$ cat src/rtl/frame_update_arbiter.sv
// Round-robin arbiter that grants sprite-state update slots during vertical blanking.
// Optional grant timeout is built when FRAME_UPDATE_TIMEOUT_EN is defined.
module frame_update_arbiter #(
  parameter int NUM_REQ       = 4,
  parameter int VIS_LINES     = 480,
  parameter int GRANT_TIMEOUT = 800
) (
  input  logic               clk,
  input  logic               reset,
  input  logic [9:0]         hor_count,
  input  logic [9:0]         ver_count,
  input  logic [NUM_REQ-1:0] req,
  input  logic [NUM_REQ-1:0] done,
  input  logic               overrun_clr,
  output logic [NUM_REQ-1:0] grant,
  output logic               busy,
  output logic               frame_tick,
  output logic [7:0]         frame_count,
  output logic               overrun
);

  localparam int          PW      = (NUM_REQ > 1) ? $clog2(NUM_REQ) : 1;
  localparam int unsigned NR      = NUM_REQ;
  localparam logic [9:0]  VIS_L   = 10'(VIS_LINES);
  localparam logic [PW-1:0] PTR_RST = PW'(NUM_REQ - 1);

  if (NUM_REQ < 1 || GRANT_TIMEOUT < 1) begin : g_param_check
    $error("frame_update_arbiter: NUM_REQ and GRANT_TIMEOUT must be positive");
  end

  typedef enum logic [1:0] {IDLE, ARB, GRANT} state_t;

  state_t              state, state_nx;
  logic [PW-1:0]       ptr, ptr_nx;
  logic [NUM_REQ-1:0]  grant_nx;
  logic                ov_set;
  logic                window_open;
  logic                tick_cond;
  logic                sel_valid;
  logic [PW-1:0]       sel_idx;
  logic [PW-1:0]       cand;
  logic                timeout_hit;

  assign window_open = (ver_count >= VIS_L);
  assign tick_cond   = (ver_count == VIS_L) && (hor_count == 10'd0);
  assign busy        = |grant;

`ifdef FRAME_UPDATE_TIMEOUT_EN
  localparam int            TW      = $clog2(GRANT_TIMEOUT + 1);
  localparam logic [TW-1:0] TO_LAST = TW'(GRANT_TIMEOUT - 1);

  logic [TW-1:0] to_cnt;

  // Held at zero outside GRANT so every grant starts counting from 0.
  always_ff @(posedge clk or posedge reset) begin
    if (reset)               to_cnt <= '0;
    else if (state != GRANT) to_cnt <= '0;
    else                     to_cnt <= to_cnt + 1'b1;
  end

  assign timeout_hit = (state == GRANT) && (to_cnt == TO_LAST);
`else
  assign timeout_hit = 1'b0;
`endif

  // Round-robin search starting just after the last granted index.
  always_comb begin
    sel_valid = 1'b0;
    sel_idx   = ptr;
    cand      = ptr;
    for (int unsigned i = 1; i <= NR; i++) begin
      cand = PW'((32'(ptr) + i) % NR);
      if (!sel_valid && req[cand]) begin
        sel_valid = 1'b1;
        sel_idx   = cand;
      end
    end
  end

  always_comb begin
    state_nx = state;
    grant_nx = grant;
    ptr_nx   = ptr;
    ov_set   = 1'b0;
    case (state)
      IDLE: begin
        grant_nx = '0;
        if (window_open) state_nx = ARB;
      end
      ARB: begin
        grant_nx = '0;
        if (!window_open) begin
          state_nx = IDLE;
        end else if (sel_valid) begin
          grant_nx[sel_idx] = 1'b1;
          ptr_nx            = sel_idx;
          state_nx          = GRANT;
        end
      end
      GRANT: begin
        // Window close outranks done; ptr holds the granted index.
        if (!window_open) begin
          grant_nx = '0;
          ov_set   = 1'b1;
          state_nx = IDLE;
        end else if (done[ptr]) begin
          grant_nx = '0;
          state_nx = ARB;
        end else if (timeout_hit) begin
          grant_nx = '0;
          ov_set   = 1'b1;
          state_nx = ARB;
        end
      end
      default: begin
        grant_nx = '0;
        state_nx = IDLE;
      end
    endcase
  end

  always_ff @(posedge clk or posedge reset) begin
    if (reset) begin
      state       <= IDLE;
      grant       <= '0;
      ptr         <= PTR_RST;
      overrun     <= 1'b0;
      frame_tick  <= 1'b0;
      frame_count <= '0;
    end else begin
      state      <= state_nx;
      grant      <= grant_nx;
      ptr        <= ptr_nx;
      overrun    <= ov_set | (overrun & ~overrun_clr);
      frame_tick <= tick_cond;
      if (tick_cond) frame_count <= frame_count + 8'd1;
    end
  end

endmodule

$ cat config.mk
export PLATFORM = sky130hd
export DESIGN_NAME = frame_update_arbiter
export DESIGN_NICKNAME = d
export VERILOG_FILES = /design/src/rtl/frame_update_arbiter.sv
export SDC_FILE = /design/constraint.sdc
export NUM_CORES = 1
export LEC_CHECK = 0
export BUFFER_PORTS_ARGS = -buffer_cell sky130_fd_sc_hd__buf_2
export CORE_MARGIN = 4
export CORE_UTILIZATION = 47
export CTS_BUF_LIST = sky130_fd_sc_hd__clkbuf_4
export CTS_CLUSTER_DIAMETER = 120
export DETAILED_ROUTE_END_ITERATION = 6
export PLACE_DENSITY = 0.81
export SLEW_MARGIN = 20
export SYNTH_ARGS = -nofsm -noshare
export SYNTH_HDL_FRONTEND = slang
export SYNTH_SLANG_ARGS = --single-unit
$ cat constraint.sdc
create_clock -name clk -period 1.87 [get_ports clk]
set_input_delay 0.187 -clock clk [delete_from_list [all_inputs] [get_ports clk]]
set_output_delay 0.187 -clock clk [all_outputs]
set_load 0.01 [all_outputs]
==> metrics, run 1 <==
outcome finished clean; Tightest Pin Transition ~0.66 ns; ANT cells 0; Post-DP Area between 1000 and 1500 µm²; CTS Hold Bufs 1; global-route wire length before repair between 3 and 4 mm; area of the mapped netlist just under 1000 µm²; Worst Path Buf+Inv 1; hold endpoint overrun; Power per Cell Area 763 nW/µm²; Pre-antenna DRT Iters 4; core area roughly 2000 µm²; reg2reg end grant[3]; Inst Count DP 159; Max VDD drop 0.598 mV; Seq/Total Area, Yosys between 40% and 50%; Mean Syn Cell Area around 11 µm²; post-synthesis register bit count 18; CTS Root Cell clkbuf_4; Core Rows 16; worst flop-to-flop path startpoint ptr[0]; launching element type of the critical path register; Buffers on Ports 45; non-filler instance count after layout between 150 and 200; top_reg_cell synth dfrtp_1; post-cts resize count 0; worst skew pair latency around 0.29 ns; final setup vio count 0; final wirelength around 2.3 mm; multi-input logic area around 480 µm²; synthesized instance count 85; CTS buffer count 3; # IOs 46; CTS Sinks 18; final hold violations 0; DPL Wire Length between 1.5 and 2 mm; CP Max Fanout 6; Vias roughly 900; CP Data Required Time between 2 and 2.5 ns; reg2reg path depth 4; min-delay src overrun_clr; grt ovf 0; Fin Hold WS slightly above 0.07 ns; max-cap viol count 0; Final Max Tran Viols 0; die area 2860 µm²; most common cell after layout, fill and taps aside buf_2; most frequent cells in the layout buf_2, dfrtp_1, inv_1, xor2_1; Tmin final 1.71 ns; yosys warns 0; initial core utilization roughly 49%; gr usage total roughly 17%; CP top delay family flip-flops; post-route ant nets 0; EDFF count, synth 0; arrival time of the worst setup path between 1.5 and 2 ns; Worst path depth 4; slowest stage delay, CP roughly 0.6 ns; sequential cell area approximately 450 µm²; P_leak around 0.68 nW; largest net degree at the start of global routing 19; H-tree depth 1; Area growth syn-to-layout 32.0%; Hold Path Depth 2; die height approximately 53 µm; Total Power about 1 mW; Layout Skew 0.00765 ns; FMAX 584 MHz; relative slew slack between 50 and 60%; crit path kind register to register; Post-Syn Nets between 100 and 150; TNS Setup 0 ns; DRC viols 0; Async S/R FF share, synth between 90% and 100%; Worst-path clk slew 0.10 ns; layout cell share with drive strength beyond 1 between 40% and 50%; Longest Clk Path Bufs 2; unrepaired setup endpoints after global routing false; Setup crit end kind register; post-CTS setup buffers 0; R2R setup slack roughly 0.16 ns; Netlist cell types 36; DR vias/cell 5.48; Filler Cell Count 171; CTS tree yes; DR iter-0 viols 8; vias in the first global route between 800 and 900; final instance area 1280 µm²; period utilisation layout 91.6%; DR WL/cell between 10 and 15 µm; Die W about 53 µm; Final nets 170; GP Congestion 0.738; slowest CP cell dfstp_2; cell chain of the critical path mux4_2 -> nor4b_2 -> buf_4 -> a22o_1; initial antenna violation count 0; worst min path class primary input to register
[cell type report]
cell class | instances | area share [%]
flip-flops and latches | 18 | 35.4
clock buffers | 3 | 1.76
multi-input cells | 59 | 37.5
clock inverters | 1 | 0.293
inverters | 6 | 1.76
repair buffers | 50 | 20.7
well taps | 27 | 2.64
[power by group]
| group | leakage (nW) | internal (mW) | total, mW | switching [mW] |
|---|---|---|---|---|
| clock network | 0.0154 | 0.0774 | 0.192 | 0.114 |
| logic | 0.431 | 0.145 | 0.277 | 0.132 |
| registers | 0.236 | 0.450 | 0.510 | 0.0599 |
[registers in the layout, summed over array words and instances, names as in the netlist]
register / cells
ptr: 2
state: 2
overrun: 1
grant: 4
frame_tick: 1
frame_count: 8
[per-layer routing]
layer  GRT usage [%]  up-vias  share of wire (%)
met1            18.1      437                 36
met4            5.11        0                1.5
met3            3.10        4                6.7
met5               0        -                  0
li1                -      429                  -
met2            34.5       29                 55
[cells in the mapped netlist, types with 2 or more instances]
library cell	number	area, µm²
a21oi_1	2	10.0
a221oi_1	2	17.5
a22o_1	2	17.5
a32o_1	2	20.0
dfrtp_1	16	400
dfstp_2	2	52.6
inv_1	6	22.5
nand2_1	2	7.51
nand2b_1	4	25.0
nand3_1	3	15.0
nand4_1	3	18.8
nor2_1	3	11.3
nor3_1	2	10.0
nor4_1	3	18.8
nor4_2	3	37.5
nor4b_2	2	30.0
o21ai_0	3	15.0
or4_1	2	15.0
xor2_1	6	52.6
[how the worst max path moves through the flow]
stage | start | endpoint | slack [ns]
2_1_floorplan | ver_count[9] | frame_count[5] | 0.18
3_3_place_gp | ver_count[9] | frame_count[7] | 0.03
3_5_place_dp | ver_count[9] | frame_count[5] | -0.08
4_1_cts | ptr[0] | grant[3] | 0.16
5_1_grt | ptr[0] | grant[2] | 0.06
6_report | ptr[0] | grant[3] | 0.16
[cells by family (layout without fill, tap and decap cells)]
logic type | Yosys count | count (layout) | synth area share [%]
flip-flops | 18 | 18 | 46.6
XOR/XNOR | 7 | 7 | 6.31
AND/OR/NAND/NOR | 32 | 32 | 24.9
AO/OA/AOI/OAI | 17 | 17 | 13.5
multiplexers | 2 | 2 | 3.48
adder cells (fa/ha/maj) | 1 | 1 | 1.29
buffers and inverters | 8 | 60 | 3.87
[stage by stage]
| stage | util (%) | setup WS (ns) |
|---|---|---|
| final | 65.3 | 0.157 |
| after CTS | 65.3 | 0.155 |
| after global routing | 65.3 | 0.0643 |
| after floorplan | - | 0.183 |
| after detailed placement | 63.5 | -0.0770 |
| after global placement | 63.5 | 0.0280 |
No activity file was read; power rests on OpenSTA's default activity.
==> run 2: changes to the inputs <==
Settings changed: CORE_UTILIZATION 47 to 43, PLACE_DENSITY 0.81 to 0.78.
Clock period 1.87 ns to 1.45 ns, I/O delays scaled along.
==> metrics, run 2 (same netlist as run 1, synthesis figures left out) <==
max FFs per register 8; FMAX a little under 600 MHz; max-cap viol count 0; most frequent cells in the layout buf_2, buf_4, dfrtp_1; outcome complete, but fails checks; Layout Skew roughly 0.0065 ns; Setup crit end kind register; ANT cells 0; worst min path class primary input to register; vias in the first global route 910; die height around 56 µm; CP Data Required Time 1.68 ns; global-route wire length before repair 3.93 mm; CP top delay family flip-flops; period utilisation layout 119%; Buffers on Ports 45; Worst Path Buf+Inv 0; Reg with most FFs frame_count; Vias approximately 960; CTS buffer count 3; P_leak 0.826 nW; Core Rows 16; Pre-antenna DRT Iters 6; relative slew slack a little under three fifths; largest net degree at the start of global routing 19; final setup vio count 7; Finished Core Util 73.5%; DPL Wire Length 1.91 mm; final hold violations 0; cell chain of the critical path mux4_2 -> nor4b_4 -> a22o_1; Tmin final ~1.7 ns; DRC viols 0; Power per Cell Area 947 nW/µm²; slowest stage delay, CP between 0.5 and 0.6 ns; crit path kind register to register; unrepaired setup endpoints after global routing true; Die W 55.5 µm; Final Max Tran Viols 0; top flop regs frame_count: 8 flops, grant: 4 flops; Tightest Pin Transition 0.652 ns; H-tree depth 1; failing checks setup timing; worst skew pair latency around 0.29 ns; die area 3080 µm²; layout cell share with drive strength beyond 1 about 58%; CP Max Fanout 5; Total Power about 1.4 mW; arrival time of the worst setup path between 1.5 and 2 ns; post-route ant nets 0; TNS Setup -1.32 ns; initial core utilization 47.1%; setup ws final -0.273 ns; GP Congestion ~0.80; Longest Clk Path Bufs 2; Worst-path clk slew around 0.10 ns; DR vias/cell ~5.3; CTS Root Cell clkbuf_4; Placement Setup Slack -0.294 ns; final wirelength 2.48 mm; Max VDD drop between 0.6 and 0.7 mV; DR WL/cell between 10 and 15 µm; most common cell after layout, fill and taps aside buf_2; grt ovf 0; R2R setup slack -0.27 ns; slowest CP cell dfstp_2; Area growth syn-to-layout 56.2%; gr usage total between 10% and 20%; # IOs 46; DR iter-0 viols 16; Final nets ~190; core area slightly above 2000 µm²; CTS Sinks 18; initial antenna violation count 0; launching element type of the critical path register; CTS tree yes
-- run 2: cell types whose count changed in the layout (fill, tap and decap cells not counted), sizes merged --
cell,change
buf,+16
-- run 2: power breakdown --
part           internal [mW]  total [mW]  switching [mW]
registers              0.578       0.617          0.0385
clock network         0.0999       0.251           0.151
logic                  0.307       0.568           0.261
total                  0.985        1.44           0.451
-- run 2: stage by stage --
step | hold slack, ns | area [µm²] | cells
floorplan | 0.0821 | 1040 | 85
global placement | 0.267 | 1410 | 170
detailed placement | 0.274 | 1410 | 170
CTS | 0.0176 | 1480 | 178
global route | 0.0266 | 1520 | 180
finish | 0.0199 | 1520 | 180
-- run 2: final timing paths --
| kind | from | cells past startpoint | endpoint |
|---|---|---|---|
| setup reg to reg | ptr[0] | 3 | grant[3] |
| setup / recovery | ptr[0] | 3 | grant[3] |
| hold / removal | overrun_clr | 2 | overrun |
| min in group asynchronous | reset | 3 | frame_count[3] |
| hold reg to reg | frame_count[7] | 1 | frame_count[7] |
| max in group asynchronous | reset | 3 | frame_count[0] |
-- run 2: area by class of cell --
cell class	count	area, µm²
well taps	27	33.8
clock buffers	3	22.5
fillers	159	546
multi-input cells	59	576
flip-flops and latches	18	453
clock inverters	1	3.75
inverters	6	22.5
repair buffers	66	405
-- run 2: repair_timing --
action / 4_1_cts / 5_1_grt
hold buffers: 1 / 0
endpoints found under the hold margin: 16 / 0
gates resized for setup: 3 / 5
setup buffers: 3 / 2
pin swaps: 3 / 3
setup endpoints to repair: 8 / 9
-- run 2: routing by layer --
metal	vias to the layer above	track usage, %	routed length, µm
met5	-	0	0
met4	0	5.21	44
met3	6	4.20	125
met2	30	28.4	1340
met1	461	17.5	970
li1	461	-	-
==> run 3: changes to the inputs <==
--- a/config.mk
+++ b/config.mk
@@ -14,2 +14,3 @@
 export PLACE_DENSITY = 0.78
+export SKIP_LAST_GASP = 1
 export SLEW_MARGIN = 20
--- a/constraint.sdc
+++ b/constraint.sdc
@@ -3,2 +3,2 @@
 set_output_delay 0.145 -clock clk [all_outputs]
-set_load 0.01 [all_outputs]
+set_load 0.02 [all_outputs]
==> metrics, run 3 (same netlist as run 1, synthesis figures left out) <==
slowest CP cell dfstp_2; Layout Skew 0.00722 ns; P_leak 0.766 nW; vias in the first global route 953; Core Rows 16; ANT cells 0; Hold Path Depth 2; die height between 50 and 60 µm; CP top delay family flip-flops; reg2reg path depth 3; grt ovf 0; failing checks setup timing; reg2reg end grant[2]; Final Max Tran Viols 0; layout cell share with drive strength beyond 1 between 50% and 60%; R2R setup slack -0.24 ns; Tmin final 1.69 ns; Worst-path clk slew approximately 0.10 ns; Pre-antenna DRT Iters 4; CTS Root Cell clkbuf_4; Max VDD drop between 0.6 and 0.7 mV; Filler Cell Count 164; DRC viols 0; Inst Count DP 166; DR WL/cell about 14 µm; non-filler instance count after layout 172; most frequent cells in the layout buf_2, dfrtp_1, buf_4; top flop regs frame_count: 8 flops, grant: 4 flops; post-route ant nets 0; arrival time of the worst setup path 1.93 ns; global-route wire length before repair 4.07 mm; period utilisation layout 116%; CTS buffer count 3; worst skew pair latency between 0.2 and 0.3 ns; final setup vio count 6; die area slightly above 3000 µm²; largest net degree at the start of global routing 19; max-cap viol count 0; CTS Sinks 18; Worst Path Buf+Inv 0; Setup crit end kind register; initial antenna violation count 0; cell chain of the critical path mux4_2 -> nor4b_4 -> a22o_1; final hold violations 0; hold endpoint overrun; Fin Hold WS between 0.04 and 0.05 ns; DPL Wire Length ~1.8 mm; gr usage total approximately 16%; Die W between 50 and 60 µm; Area growth syn-to-layout 47.6%; relative slew slack a little under three fifths; initial core utilization about 47%; min-delay src overrun_clr; setup ws final -0.236 ns; most common cell after layout, fill and taps aside buf_2; DR vias/cell 5.31; Buffers on Ports 45; CTS tree yes; H-tree depth 1; Final nets 178; Longest Clk Path Bufs 2; CP Data Required Time about 1.7 ns; FMAX between 500 and 600 MHz; final wirelength 2.36 mm; # IOs 46; Power per Cell Area approximately 990 nW/µm²; worst min path class primary input to register; outcome complete, but fails checks; Reg with most FFs frame_count; CP Max Fanout 5; core area 2060 µm²; max FFs per register 8; worst flop-to-flop path startpoint ptr[0]; slowest stage delay, CP 0.55 ns; crit path kind register to register; launching element type of the critical path register; Vias around 900; GP Congestion 0.811; unrepaired setup endpoints after global routing true; Tightest Pin Transition 0.669 ns; DR iter-0 viols 13
run 3: changes by cell type in the layout (fill, tap and decap cells not counted), sizes merged:
cell / before / now
buf: 65 / 57
run 3: worst register-to-register path, delay by kind of cell, from the launching register on:
| family | cells | cell delay, ns |
|---|---|---|
| compound gates | 1 | 0.20 |
| mux | 1 | 0.54 |
| simple gates | 1 | 0.34 |
| flops | 1 | 0.55 |
run 3: power breakdown:
part	internal (mW)	switching [mW]
Sequential	0.579	0.0586
Clock	0.100	0.150
Combinational	0.285	0.249
run 3: per-stage QoR:
stage / setup slack [ns] / setup TNS, ns / utilization, % / power [mW] / instance area (µm²)
6_report: -0.236 / -1.17 / 69.5 / 1.42 / 1430
4_1_cts: -0.250 / -1.25 / 68.2 / 1.38 / 1410
3_3_place_gp: -0.233 / -2.51 / 66.1 / 1.11 / 1360
2_1_floorplan: -0.163 / -1.24 / - / 0.926 / 1040
5_1_grt: -0.329 / -1.72 / 69.5 / 1.51 / 1430
3_5_place_dp: -0.271 / -2.75 / 66.1 / 1.12 / 1360
run 3: how the worst max path moves through the flow:
stage / startpoint / end / slack (ns) / cells past startpoint
after floorplan: ptr[0] / grant[3] / -0.16 / 3
after global placement: hor_count[7] / frame_count[1] / -0.23 / 5
after detailed placement: hor_count[7] / frame_count[5] / -0.27 / 6
after CTS: ptr[0] / grant[2] / -0.25 / 3
after global routing: ptr[0] / grant[3] / -0.33 / 3
final: ptr[0] / grant[2] / -0.24 / 3
run 3: area by class of cell:
class / count / area (µm²) / area share, %
Clock buffer: 3 / 22.5 / 1.57
Timing Repair Buffer: 58 / 335 / 23.4
Clock inverter: 1 / 3.75 / 0.262
Tap cell: 27 / 33.8 / 2.36
Inverter: 6 / 22.5 / 1.57
Sequential cell: 18 / 453 / 31.6
Multi-Input combinational cell: 59 / 562 / 39.2
run 3: per-layer routing:
metal / global-route usage (%) / wire length [µm]
met1: 18.7 / 924
met2: 29.9 / 1280
met3: 5.36 / 128
met4: 2.08 / 23
met5: 0 / 0
run 3: timing repair:
item,in CTS,in global routing
hold buffers,1,0
resized for setup,0,7
endpoints found under the setup margin,6,12
pin swaps,0,3
endpoints found under the hold margin,16,0
setup buffers,1,0
